**src/rtl/bit_serial_scheduler.sv**
```systemverilog
// rtl/bit_serial_scheduler.sv - emits one indexed beat per set bit of a 16-bit word, MSB first

// decoder_4to16: index 0 selects bit 15, index 15 selects bit 0
module decoder_4to16 (
    input  logic [3:0]  sel_i,
    input  logic        en_i,
    output logic [15:0] onehot_o
);
    // pure decode, gated by enable
    always_comb begin
        onehot_o = 16'h0000;
        if (en_i) begin
            onehot_o = 16'h8000 >> sel_i;
        end
    end
endmodule

module bit_serial_scheduler #(
    parameter int EMIT_EMPTY = 1,
    parameter int CNT_W      = 5
) (
    input  logic             clk,
    input  logic             reset,
    input  logic [15:0]      in_word,
    input  logic             in_val,
    output logic             in_rdy,
    output logic [3:0]       out_idx,
    output logic [15:0]      out_onehot,
    output logic             out_val,
    input  logic             out_rdy,
    output logic             out_last,
    output logic             out_empty,
    output logic [CNT_W-1:0] out_seq
);
    typedef enum logic {IDLE = 1'b0, BUSY = 1'b1} state_t;

    state_t           state_q, state_d;
    logic [15:0]      res_q, res_d;
    logic [CNT_W-1:0] seq_q, seq_d;

    logic [3:0]  hi_idx;
    logic        res_le1;
    logic        res_zero;
    logic        busy_out;
    logic        in_xfer;
    logic        beat_xfer;
    logic        drop_word;

    // locate the highest set residue bit (index 0 = bit 15) and classify residue
    always_comb begin
        hi_idx = 4'd0;
        for (int i = 0; i < 16; i++) begin
            if (res_q[i]) begin
                hi_idx = 4'(15 - i);
            end
        end
        res_le1  = ((res_q & (res_q - 16'd1)) == 16'd0);
        res_zero = (res_q == 16'd0);
    end

    // state register
    always_ff @(posedge clk) begin
        if (reset) begin
            state_q <= IDLE;
        end else begin
            state_q <= state_d;
        end
    end

    // next-state: a new word wins over returning to IDLE after the last beat
    always_comb begin
        state_d = state_q;
        if (in_xfer) begin
            state_d = drop_word ? IDLE : BUSY;
        end else if (beat_xfer && out_last) begin
            state_d = IDLE;
        end
    end

    // outputs: Moore on state/residue, held quiet while reset is asserted
    always_comb begin
        busy_out  = (state_q == BUSY) && !reset;
        out_val   = busy_out;
        out_idx   = busy_out ? hi_idx : 4'd0;
        out_last  = busy_out && res_le1;
        out_empty = busy_out && res_zero;
        out_seq   = seq_q;
        in_rdy    = !reset && ((state_q == IDLE) || ((state_q == BUSY) && res_le1 && out_rdy));
        in_xfer   = in_val && in_rdy;
        beat_xfer = out_val && out_rdy;
        drop_word = (in_word == 16'd0) && (EMIT_EMPTY == 0);
    end

    // residue and beat counter next values
    always_comb begin
        res_d = res_q;
        seq_d = seq_q;
        if (in_xfer) begin
            res_d = in_word;
            seq_d = '0;
        end else if (beat_xfer) begin
            res_d = res_q & ~(16'h8000 >> hi_idx);
            seq_d = seq_q + CNT_W'(1);
        end
    end

    // residue and beat counter registers
    always_ff @(posedge clk) begin
        if (reset) begin
            res_q <= 16'd0;
            seq_q <= '0;
        end else begin
            res_q <= res_d;
            seq_q <= seq_d;
        end
    end

    decoder_4to16 u_dec (
        .sel_i    (out_idx),
        .en_i     (out_val && !out_empty),
        .onehot_o (out_onehot)
    );
endmodule

```
**config.mk**
```make
export PLATFORM = sky130hd
export DESIGN_NAME = bit_serial_scheduler
export DESIGN_NICKNAME = d
export VERILOG_FILES = /design/src/rtl/bit_serial_scheduler.sv
export SDC_FILE = /design/constraint.sdc
export NUM_CORES = 1
export LEC_CHECK = 0
export ABC_AREA = 1
export BUFFER_PORTS_ARGS = -buffer_cell sky130_fd_sc_hd__buf_2
export CAP_MARGIN = 15
export CORE_MARGIN = 5
export CORE_UTILIZATION = 30
export DETAILED_ROUTE_END_ITERATION = 6
export GPL_TIMING_DRIVEN = 0
export PLACE_DENSITY = 0.57
export SYNTH_ARGS = -nofsm -noshare
export SYNTH_HDL_FRONTEND = slang
export SYNTH_SLANG_ARGS = --single-unit
```
**constraint.sdc**
```tcl
create_clock -name clk -period 2.2 [get_ports clk]
set_input_delay 0.44 -clock clk [delete_from_list [all_inputs] [get_ports clk]]
set_output_delay 0.44 -clock clk [all_outputs]
set_load 0.02 [all_outputs]
```
* Word-level counts from Yosys, hierarchy flattened
Cells that the tools add are included.
W data, S select, Z words.
** Word-level totals
- Memories :: 0
- Bits in read-only memories :: 0
- Bits in writable memories :: 0
- Input port bits :: 20
- Bits in latches :: 0
- Word-level logic and storage cells :: 51
- Output and inout bits :: 29
- Register bits :: 22
** Cells by class
- Order comparisons :: 0
- Reductions and logical operators :: 18
- Multipliers :: 0
- Shift operators :: 2
- Bitwise operators :: 4
- Equality and inequality tests :: 0
- Add/sub/neg operators :: 2
- Mux-type cells :: 22
- Div/mod/pow operators :: 0
** Operator list (number)
- $mux W4 :: 17
- $mux W16 :: 3
- $and A16 B16 Y16 :: 2
- $logic_not A16 Y1 :: 2
- $shr A16 B4 Y16 const A :: 2
- $not A16 Y16 :: 1
- $sub A16 B1 Y16 const B :: 1
- $logic_and A1 B1 Y1 :: 10
- $add A5 B1 Y5 const B :: 1
- $reduce_bool A2 Y1 :: 2
- $logic_not A1 Y1 :: 2
- $mux W1 :: 2
- $reduce_or A2 Y1 :: 1
- $logic_or A1 B1 Y1 :: 1
- $not A1 Y1 :: 1

* Longest topological paths before layout
Gate-level depths: netlist of run 1.
- Word-level depth :: 21
- Mapped depth :: 19
- Mapped depth without buffers :: 19

* Cells and area by module
A second synthesis of run 1 with hierarchy kept.
** Second synthesis, totals
- Cells, all modules :: 260
- Area, all modules :: 1586.5 µm²
** By module, submodules not included
- bit_serial_scheduler :: instances 1, area an instance 1460.2 µm², cells each 229, seq. area each 440.4 µm²
- decoder_4to16 :: instances 1, area an instance 126.4 µm², cells each 31, seq. area each 0.0 µm²

* Worst setup path after synthesis of run 1
No wires, ideal clock.
- Path type :: register to output
- From :: register res_q[0]
- To :: output port out_onehot[13]
- Data required time :: 1760 ps
- Path slack :: -208 ps
- Stages on the path, launching flop included :: 12
- Path buffers :: 0
- Data arrival time :: 1968 ps
- Cell sequence :: dfxtp_1 -> nor2_4 -> inv_2 -> nand2_1 -> nand2_1 -> a21oi_1 -> or2_1 -> a21oi_2 -> inv_2 -> nor2_1 -> nand3_1 -> nor2_1
** On the way
- Word-level cells in the longest chain between the ends :: 19
- Elaborated cells on any way between the ends :: 23
- Those cells by class :: shift: 1; mux: 18; reduce/logical: 4
** Ends and longest elaborated chain
- start: declaration :: line 38 : logic [15:0] res_q, res_d;
- start signal: assignment :: line 113 : res_q <= res_d;
- $mux W4 (16 in a row) :: line 53 : if (res_q[i]) begin
- $mux W4 :: line 84 : out_idx = busy_out ? hi_idx : 4'd0;
- named net out_idx[1] :: line 27 : output logic [3:0] out_idx,
- $shr A16 B4 Y16 :: line 13 : onehot_o = 16'h8000 >> sel_i;
- $mux W16 :: line 12 : if (en_i) begin
- end: declaration :: line 28 : output logic [15:0] out_onehot,
The timed path passes the listed nets, and every way through them passes these cells.

* Final worst setup path of run 1
- From :: register res_q[2]
- To :: output port out_onehot[12]
** On the way
- Word-level cells in the longest chain between the ends :: 17
- Elaborated cells on any way between the ends :: 21
- Those cells by class :: shift: 1; mux: 16; reduce/logical: 4
** Ends and longest elaborated chain (line)
- $mux W4 (14 in a row) :: 53
- $mux W4 :: 84
- $shr A16 B4 Y16 :: 13
- $mux W16 * :: 12
Mark *: on every way between the ends. The rest lies on a longest branch, timed or not.

==> summary.md, run 1 <==
| Metric | Value |
|---|---|
| Post-Syn Area | `1570 µm²` |
| Status | `complete, but fails checks` |
| Tcrit/Tclk final | `115%` |
| Total track usage | `15.8%` |
| Final hold viol count | `0` |
| CTS tree | `done` |
| CP top delay family | `simple AND/OR/NAND/NOR gates` |
| Root Driver | `clkbuf_8` |
| Syn-to-layout area delta | `61.9%` |
| Power density over the cells | `593 nW/µm²` |
| HPWL after DPL | `3830 µm` |
| Number of port buffers | `48` |
| CP max-delay cell | `dfxtp_2` |
| Die area | `6780 µm²` |
| CORE AREA | `5110 µm²` |
| Antenna cell count | `0` |
| Fin nets | `360` |
| Post-Syn Area per Cell | `5.94 µm²` |
| Register area share after synthesis | `28.1%` |
| Worst rel slew slack | `66.5%` |
| Gp weighted congestion | `0.845` |
| Most common cell after layout, fill and taps aside | `nand2_1` |
| Max Clock Freq | `397 MHz` |
| Overflow after GRT | `0` |
| Most frequent cells in the layout | `nand2_1, buf_2, inv_1, nor2_2, buf_4` |
| CP Cell Sequence | `nor2_2, nand2_1, nand2_1, a21oi_1, or2_1, a21oi_4, inv_4, nor3_4, nand2_2, nor2_2, buf_6` |
| Period minus WS final | `2.52 ns` |
| Initial drt markers | `140` |
| Distinct cell type count after synthesis | `28` |
| DRC | `0` |
| Hold buffer count at CTS | `0` |
| Final WS setup | `-0.321 ns` |
| Ports | `49` |
| Clk slew on worst S/H paths | `0.08 ns` |
| Synth top area share | `28.1%` |
| M2 GR Usage | `27.6%` |
| Crit path max fanout | `9` |
| CP max stage delay | `0.35 ns` |
| Vias in the first global route | `1860` |
| Post-DR wirelength/cell | `13.9 µm` |
| CP Buf/Inv Count | `2` |
| Worst-Margin Slew | `0.503 ns` |
| H-tree levels | `1` |
| Die Wd | `82.3 µm` |
| Worst EP arrival | `2.08 ns` |
| Pin count of the biggest net entering global routing | `13` |
| Vias | `1981` |
| Fraction of final layout cells with drive strength greater than 1 | `47.9%` |
| Final ANT Viol Nets | `0` |
| Vias/cell | `4.86` |
| Slew Limit Fails | `0` |
| CP Data Required Time | `1.76 ns` |
| Warnings, synthesis | `0` |
| Max Cap Viol | `0` |
| Clk_lat worst skew | `0.26 ns` |
| Synthesized Nets | `285` |
| Leak Pwr | `1.16 nW` |
| Max IR drop VDD | `0.000323 V` |
| RSZ-0062 raised after global routing | `true` |
| Total Wirelength | `5660 µm` |
| Antenna violations before repair | `0` |
| Met3 Resource Use GR | `1.52%` |
| Most Used Layer, Global Route | `met2` |
| Synth top area cells | `dfxtp_1, nand2_1, nor2_1, nand3_1, inv_1` |
| Drt pass-1 iters | `4` |
| Worst Setup Path Type | `reg2out` |
| Critical Path End Type | `primary output` |
| Setup violations, final | `34` |
| Clock sink count | `22` |
| Startpoint types | `flop` |
| #FFs+latches synth | `22` |
| Clock Tree Buf Depth | `2` |
| Num rows | `26` |
| Mapped Cells | `264` |
| GR Util met1 | `20.8%` |
| Total CTS buffers | `3` |
| TNS Setup | `-5.16 ns` |
| Synth area leader | `dfxtp_1` |
| HP Class | `in2reg` |
| Core Util, Final | `49.7%` |
| First-pass GRT wire length | `8420 µm` |
| Clk_skew | `0.00115 ns` |
| Violated checks | `negative setup slack` |
| Chip height | `82.3 µm` |
| Initial core utilization | `30.7%` |
[kinds of logic (layout without fill, tap and decap cells)]
family	count (synthesis)	after routing	synth area share [%]
AND/OR/NAND/NOR	168	168	47.5
AO/OA/AOI/OAI	36	36	13.2
buffers and inverters	35	109	9.25
flip-flops	22	22	28.1
XOR/XNOR	2	2	1.12
adder cells (fa/ha/maj)	1	1	0.797
[per-layer routing]
| layer | part of all wire, % | wire [µm] | vias up |
|---|---|---|---|
| li1 | - | - | 1005 |
| met2 | 52 | 2970 | 54 |
| met3 | 4.9 | 276 | 4 |
| met4 | 0.34 | 19 | 0 |
| met1 | 42 | 2400 | 918 |
| met5 | 0 | 0 | - |
[sequential cells by signal, indices dropped and copies added, names as in the netlist]
name     flops
res_q       16
state_q      1
out_seq      5
[where the power goes]
part / total, mW / internal, mW / switching [mW]
Clock: 0.291 / 0.159 / 0.132
Sequential: 0.463 / 0.427 / 0.0358
Combinational: 0.753 / 0.300 / 0.453
Total: 1.51 / 0.886 / 0.621
[worst paths after layout]
kind	to	depth (start not counted)	from	slack, ns
max	out_onehot[12]	11	res_q[2]	-0.32
min reg2reg	res_q[9]	2	res_q[9]	0.51
max reg2reg	res_q[8]	15	res_q[1]	-0.08
min	res_q[15]	2	reset	0.36
[synth_stat cells]
master and n:
nand2_1 70, nor2_1 46, inv_1 29, nand3_1 24, dfxtp_1 22, o21ai_0 17, a21oi_1 9, nand4_1 8
nor3_1 5, nand2_2 4, nor2_2 4, o21bai_1 4, a21oi_2 2, inv_2 2, nor2_4 2, nor3b_1 2
o21ai_2 2, xor2_1 2, buf_2 1, buf_6 1, clkbuf_1 1, clkinv_4 1, ha_1 1, nand2_4 1
nand3_2 1, o211ai_1 1, o21ai_1 1, or2_1 1
[what timing repair did]
| item | 4_1_cts | 5_1_grt |
|---|---|---|
| setup buffers | 13 | 7 |
| cloned | 0 | 2 |
| setup endpoints to repair | 20 | 43 |
| pin swaps | 11 | 25 |
| resized for setup | 52 | 70 |
[per-stage QoR]
step	power (mW)	hold slack, ns	worst slack [ns]	std cells	instance area [µm²]
after floorplan	0.810	0.472	-0.0281	264	1600
after global placement	0.934	0.498	-0.256	382	1930
after detailed placement	0.938	0.505	-0.264	382	1930
after CTS	1.39	0.351	-0.296	399	2240
after global routing	1.61	0.345	-0.482	408	2540
final	1.51	0.364	-0.321	408	2540
[layout make-up]
class	instances	area (µm²)
flip-flops and latches	22	459
plain buffers	3	30.0
inverters	32	135
repair buffers	69	526
fillers	526	2570
repair inverters	1	8.76
multi-input cells	207	1240
well taps	70	87.6
clock buffers	4	55.1
Power figures use the tool's default switching activity.
==> run 2, diff against run 1 <==
--- a/config.mk
+++ b/config.mk
@@ -11,8 +11,8 @@
 export CORE_MARGIN = 5
 export CORE_UTILIZATION = 30
 export DETAILED_ROUTE_END_ITERATION = 6
-export GPL_TIMING_DRIVEN = 0
 export PLACE_DENSITY = 0.57
 export SYNTH_ARGS = -nofsm -noshare
 export SYNTH_HDL_FRONTEND = slang
+export SYNTH_HIERARCHICAL = 1
 export SYNTH_SLANG_ARGS = --single-unit
==> summary.md, run 2 <==
| Metric | Value |
|---|---|
| Synth top area share | `27.8% (-0.31 points)` |
| Fin nets | `384 (+6.7%)` |
| Post-Synth Adder-Cell Area | `0.789% (-0.0088 points)` |
| DP Cell Count | `415 (+8.6%)` |
| Leak Pwr | `1.33 nW (+15%)` |
| HPWL after DPL | `3940 µm (+2.8%)` |
| Finished Cell Area | `3050 µm² (+20%)` |
| Die Wd | `82.7 µm (+0.49%)` |
| Warnings, synthesis | `6 (+6)` |
| CORE AREA | `5110 µm² (unchanged)` |
| Ports | `49 (unchanged)` |
| Status | `complete, but fails checks` |
| Post-Synth XOR/XNOR Area | `1.10% (-0.012 points)` |
| Post-Syn Area per Cell | `6.10 µm² (+2.7%)` |
| Pin count of the biggest net entering global routing | `13 (unchanged)` |
| Synthesized Nets | `281 (-1.4%)` |
| Most common cell after layout, fill and taps aside | `nand2_1` |
| Die area | `6840 µm² (+0.97%)` |
| Max reg flops | `16 (unchanged)` |
| Num rows | `26 (unchanged)` |
| Violated checks | `negative setup slack` |
| Syn-to-layout area delta | `92.4%` |
| Most common cell in the netlist | `nand2_1` |
| Top_reg_cell synth | `dfxtp_1` |
| Slew Limit Fails | `0 (unchanged)` |
| Vias/cell | `4.52 (-6.9%)` |
| Post-synth top cells | `nand2_1, inv_1, nor2_1` |
| Worst EP arrival | `2.07 ns (about the same)` |
| Number of port buffers | `48 (unchanged)` |
| Total CTS buffers | `3 (unchanged)` |
| Final hold viol count | `0 (unchanged)` |
| Distinct cell type count after synthesis | `29 (+3.6%)` |
| Most frequent cells in the layout | `nand2_1, buf_4, nor2_4, inv_1, buf_2` |
| TNS Setup | `-5.60 ns (-0.441 ns)` |
| Vias in the first global route | `1821 (-2.1%)` |
| Fraction of final layout cells with drive strength greater than 1 | `59.7% (+12 points)` |
| Antenna violations before repair | `0 (unchanged)` |
| Max Cap Viol | `0 (unchanged)` |
| H-tree levels | `1 (unchanged)` |
| Clock Tree Buf Depth | `2 (unchanged)` |
| Compound-Gate Fraction of Synth Area | `10.6% (-2.7 points)` |
| Initial drt markers | `85 (-39%)` |
| Largest Register | `res_q` |
| Chip height | `82.7 µm (+0.49%)` |
| Non-filler instance count after layout | `432 (+5.9%)` |
| Setup violations, final | `39 (+15%)` |
| DRC | `0 (unchanged)` |
| Largest family of logic cells by synthesized area | `simple AND/OR/NAND/NOR gates` |
| Startpoint types | `flop` |
| Tcrit/Tclk final | `114% (-0.61 points)` |
| #FFs+latches synth | `22 (unchanged)` |
| Final hold slack | `0.363 ns (-0.000821 ns)` |
| Final Power | `1.55 mW (+2.9%)` |
| Worst rel slew slack | `79.4% (+13 points)` |
| Synth top area cells | `dfxtp_1, nand2_1, inv_1, nor2_1, nand3_1` |
| Clk slew on worst S/H paths | `0.08 ns (about the same)` |
| Period minus WS final | `2.51 ns (-0.0134 ns)` |
| Post-synthesis mux area share | `0% (unchanged)` |
| Synth area leader | `dfxtp_1` |
| Register area share after synthesis | `27.8% (-0.31 points)` |
| Total Wirelength | `5050 µm (-11%)` |
| Reg2Reg Depth | `15 (unchanged)` |
| Worst Setup Path Type | `reg2out` |
| Critical Path End Type | `primary output` |
| Post-Syn Area | `1590 µm² (+1.1%)` |
| CTS tree | `done` |
| First-pass GRT wire length | `8140 µm (-3.4%)` |
| CP Data Required Time | `1.76 ns (about the same)` |
| Root Driver | `clkbuf_8` |
| Clk_skew | `0.000871 ns (-0.000282 ns)` |
| Clock sink count | `22 (unchanged)` |
| Post-synth EDFFs | `0 (unchanged)` |
| RSZ-0062 raised after global routing | `true` |
| Final WS setup | `-0.308 ns (+0.0134 ns)` |
| Max Clock Freq | `399 MHz (+0.53%)` |
| Max IR drop VDD | `0.000392 V (+21%)` |
| Gp weighted congestion | `0.891 (+5.5%)` |
| Placement-stage worst setup slack | `-0.0877 ns (+0.176 ns)` |
| Placed Area | `2520 µm² (+30%)` |
| Clk_lat worst skew | `0.26 ns (about the same)` |
| Asr flop ratio synth | `0% (unchanged)` |
| Mapped Cells | `260 (-1.5%)` |
| Overflow after GRT | `0 (unchanged)` |
| Worst-Margin Slew | `0.307 ns (-0.196 ns)` |
| Core Util, Final | `59.8% (+10 points)` |
| Power density over the cells | `508 nW/µm² (-14%)` |
| Number of fillers in the final layout | `439 (-17%)` |
| Worst hold path depth | `2 (unchanged)` |
| Initial core utilization | `31.1% (+0.34 points)` |
| Post-DR wirelength/cell | `11.7 µm (-16%)` |
| HP Class | `in2reg` |
| Total track usage | `15.4% (-0.46 points)` |
| Crit path max fanout | `3 (-6)` |
| Antenna cell count | `0 (unchanged)` |
| Vias | `1952 (-1.5%)` |
| Final ANT Viol Nets | `0 (unchanged)` |
| Drt pass-1 iters | `4 (unchanged)` |
| Synth Area in Simple Gates | `49.3% (+1.8 points)` |
==> run 2: cell types whose count changed after synthesis, sizes merged, moves of 2 or more <==
cell and change:
nand2 +5, a21oi -2, inv +7, nor2 -9
o21ai -5, nand3 -2, nand4 +2
==> run 2: cell type report <==
class	count	area, µm²	area share, %
clock buffer	4	55.1	1.80
inverter	38	158	5.17
multi-input combinational	198	1450	47.4
sequential	22	458	15.0
tap	70	87.6	2.87
timing repair buffer	100	848	27.8
==> run 2: per-layer routing <==
| layer | vias up | global-route usage [%] | part of all wire, % |
|---|---|---|---|
| met2 | 48 | 27.2 | 50 |
| met4 | 0 | 3.92 | 0.79 |
| met5 | - | 0 | 0 |
| met1 | 860 | 19.5 | 44 |
| li1 | 1040 | - | - |
| met3 | 4 | 1.95 | 5.5 |
==> run 2: path summary, 6_finish.rpt <==
check	from	to	slack, ns
max	res_q[1]	out_onehot[14]	-0.31
max reg2reg	res_q[1]	out_seq[2]	-0.06
min	reset	state_q	0.36
min reg2reg	res_q[8]	res_q[8]	0.48
==> run 2: timing repair <==
item / in CTS / in global routing
hold buffers: 0 / 0
pin swaps: 18 / 25
endpoints found under the setup margin: 21 / 44
resized for setup: 62 / 56
buffers inserted: 4 / 9
endpoints found under the hold margin: 0 / 0
gates cloned: 0 / 1
==> run 2: cell families after synthesis <==
| kind of cell | Yosys count |
|---|---|
| flip-flops | 22 |
| AND/OR/NAND/NOR | 164 |
| buffers and inverters | 41 |
| AO/OA/AOI/OAI | 30 |
| adder cells (fa/ha/maj) | 1 |
| XOR/XNOR | 2 |
==> run 2: where the power goes <==
| part | leakage [nW] | total, mW | internal [mW] | switching, mW |
|---|---|---|---|---|
| registers | 0.185 | 0.460 | 0.427 | 0.0330 |
| logic | 1.12 | 0.800 | 0.361 | 0.439 |
| clock network | 0.0288 | 0.291 | 0.159 | 0.131 |
| total | 1.33 | 1.55 | 0.947 | 0.604 |
==> run 2: critical path: stages, from the launching register on <==
cell	delay, ns
dfxtp_2	0.34
buf_6	0.12
nor2_4	0.14
buf_4	0.13
o21ai_2	0.05
nand2_1	0.07
nand2_2	0.06
a21oi_2	0.18
nor3_4	0.05
inv_2	0.07
nor2_4	0.05
buf_6	0.12
inv_2	0.09
nand3_4	0.11
nor2_4	0.11
buf_6	0.11
==> run 3, diff against run 2 <==
--- a/config.mk
+++ b/config.mk
@@ -8,10 +8,10 @@
 export ABC_AREA = 1
 export BUFFER_PORTS_ARGS = -buffer_cell sky130_fd_sc_hd__buf_2
 export CAP_MARGIN = 15
-export CORE_MARGIN = 5
-export CORE_UTILIZATION = 30
+export CORE_UTILIZATION = 46
 export DETAILED_ROUTE_END_ITERATION = 6
-export PLACE_DENSITY = 0.57
+export PLACE_DENSITY = 0.78
+export SKIP_CTS_REPAIR_TIMING = 1
 export SYNTH_ARGS = -nofsm -noshare
 export SYNTH_HDL_FRONTEND = slang
 export SYNTH_HIERARCHICAL = 1
==> summary.md, run 3 (synthesis gave the netlist of run 2 again) <==
| Metric | Value |
|---|---|
| CP Data Required Time | `1.76 ns (about the same)` |
| Number of fillers in the final layout | `120 (-73%)` |
| Critical Path Most Common Cell | `nand2_1` |
| Antenna cell count | `0 (unchanged)` |
| Final ANT Viol Nets | `0 (unchanged)` |
| Die Wd | `60.7 µm (-27%)` |
| Placement-stage worst setup slack | `-0.0798 ns (+0.00793 ns)` |
| Antenna violations before repair | `0 (unchanged)` |
| Leak Pwr | `1.28 nW (-3.9%)` |
| Ports | `49 (unchanged)` |
| Hold EP | `res_q[4]` |
| Most Used Layer, Global Route | `met2` |
| Drt pass-1 iters | `5 (+1)` |
| Fraction of final layout cells with drive strength greater than 1 | `56.7% (-3.0 points)` |
| Core Util, Final | `92.1% (+32 points)` |
| Total Wirelength | `8020 µm (+59%)` |
| Max reg flops | `16 (unchanged)` |
| Clk_lat worst skew | `0.32 ns (+0.06 ns)` |
| Initial drt markers | `283 (+230%)` |
| Overflow after GRT | `0 (unchanged)` |
| Setup violations, final | `44 (+13%)` |
| CTS tree | `done` |
| Most common cell after layout, fill and taps aside | `nand2_1` |
| Critical Path End Type | `primary output` |
| Max Cap Viol | `0 (unchanged)` |
| Initial core utilization | `50.3% (+19 points)` |
| Final hold viol count | `0 (unchanged)` |
| Max Clock Freq | `349 MHz (-12%)` |
| Clk slew on worst S/H paths | `0.13 ns (+0.05 ns)` |
| RR Endpoint | `res_q[15]` |
| First-pass GRT wire length | `7330 µm (-9.9%)` |
| Finished Cell Area | `2900 µm² (-4.9%)` |
| Hold Path Origin | `in_word[4]` |
| DRC | `0 (unchanged)` |
| Slew Limit Fails | `0 (unchanged)` |
| Pin count of the biggest net entering global routing | `16 (+3)` |
| RSZ-0062 raised after global routing | `true` |
| HPWL after DPL | `3810 µm (-3.1%)` |
| Period minus WS final | `2.86 ns (+0.354 ns)` |
| Violated checks | `negative setup slack` |
| Vias/cell | `6.03 (+33%)` |
| CP max-delay cell | `dfxtp_2` |
| Clock sink count | `22 (unchanged)` |
| Vias | `2394 (+23%)` |
| Worst Setup Path Type | `reg2out` |
| Startpoint types | `flop` |
| TNS Setup | `-20.40 ns (-14.80 ns)` |
| Placed Area | `2420 µm² (-3.7%)` |
| M2 GR Usage | `44.7% (+17 points)` |
| Flop-to-flop setup slack | `-0.48 ns (-0.42 ns)` |
| Post-DR wirelength/cell | `20.2 µm (+73%)` |
| Worst-Margin Slew | `0.394 ns (+0.0868 ns)` |
| Max IR drop VDD | `0.000534 V (+36%)` |
| CP max stage delay | `0.38 ns (+0.04 ns)` |
| Most frequent cells in the layout | `nand2_1, buf_4, inv_1, buf_2, buf_6` |
| Vias in the first global route | `1674 (-8.1%)` |
| Fin nets | `375 (-2.3%)` |
| Root Driver | `clkbuf_4` |
| Chip height | `60.7 µm (-27%)` |
| Worst hold path depth | `3 (+1)` |
| Worst EP arrival | `2.42 ns (+0.35 ns)` |
| Clock Tree Buf Depth | `2 (unchanged)` |
| Worst r2r src | `res_q[1]` |
| Reg2Reg Depth | `16 (+1)` |
| Gp weighted congestion | `0.987 (+11%)` |
| Power density over the cells | `554 nW/µm² (+9.1%)` |
| H-tree levels | `1 (unchanged)` |
| Total CTS buffers | `3 (unchanged)` |
| Status | `complete, but fails checks` |
| Number of port buffers | `48 (unchanged)` |
| Final WS setup | `-0.662 ns (-0.354 ns)` |
| Worst rel slew slack | `73.5% (-5.9 points)` |
| CORE AREA | `3150 µm² (-38%)` |
| Largest Register | `res_q` |
| Clk_skew | `0.0116 ns (+0.0107 ns)` |
| HP Class | `in2reg` |
| CP Cell Sequence | `inv_1, nand2_1, nand2_1, nand2_1, nand2_1, nand2_1, nand2_1, nand2_1, nand2_1, nand2_1, nand2_1, nand2_1, nand2_1, nand2_2, nand2_2, nand2_2, nor2_4, buf_4, nor2_4, nand2_2, nor2_2, buf_4` |
| Syn-to-layout area delta | `83.0%` |
| Tcrit/Tclk final | `130% (+16 points)` |
| Crit path max fanout | `3 (unchanged)` |
| Num rows | `20 (-23%)` |
| Met3 Resource Use GR | `1.71% (-0.25 points)` |
| Total track usage | `26.6% (+11 points)` |
| Final hold slack | `0.302 ns (-0.0607 ns)` |
| GR Util met1 | `37.1% (+18 points)` |
| Die area | `3690 µm² (-46%)` |
[run 3: cell count changes in the layout (fill, tap and decap cells not counted), moves of 3 or more]
cell / before / now
a21oi_2: 2 / 5
nor2_2: 10 / 7
dfxtp_1: 12 / 15
clkbuf_8: 4 / 0
nor2_1: 7 / 10
nand2_2: 17 / 20
a21oi_1: 6 / 3
buf_4: 45 / 34
clkbuf_4: 0 / 3
nand3_4: 10 / 7
nand2_1: 60 / 57
[run 3: how the worst max path moves through the flow]
stage / end / cells past startpoint / start / slack [ns]
after CTS: out_onehot[9] / 11 / res_q[12] / -0.45
final: out_onehot[7] / 22 / res_q[1] / -0.66
after global placement: out_onehot[2] / 11 / res_q[12] / -0.05
after detailed placement: out_onehot[10] / 11 / res_q[12] / -0.08
after global routing: out_onehot[7] / 22 / res_q[1] / -0.80
after floorplan: out_onehot[0] / 11 / res_q[3] / -0.11
[run 3: power by group]
group / switching, mW / internal, mW
clock network: 0.127 / 0.184
registers: 0.0377 / 0.427
logic: 0.506 / 0.327
[run 3: final cells by class]
type | count | area [µm²] | share of cell area (%)
multi-input cells | 197 | 1380 | 47.6
repair buffers | 92 | 803 | 27.7
flip-flops and latches | 22 | 452 | 15.6
inverters | 38 | 158 | 5.43
well taps | 44 | 55.1 | 1.90
clock inverters | 1 | 30.0 | 1.03
clock buffers | 3 | 22.5 | 0.776
[run 3: routing by layer]
layer | vias to the layer above | share of wire (%)
li1 | 1017 | -
met1 | 1102 | 34
met2 | 201 | 49
met3 | 74 | 10
met4 | 0 | 6.5
met5 | - | 0
[run 3: through the flow]
| step | cells | power, mW |
|---|---|---|
| 6_report | 397 | 1.61 |
| 5_1_grt | 397 | 1.66 |
| 4_1_cts | 385 | 1.39 |
| 3_5_place_dp | 381 | 1.09 |
| 3_3_place_gp | 381 | 1.08 |
| 2_1_floorplan | 260 | 0.854 |
[run 3: worst max-delay path: cells and delay by family (launching register included)]
family / cells / cell delay, ns
and+or+nand+nor: 19 / 1.38
DFF: 1 / 0.38
buffers and inverters: 3 / 0.34
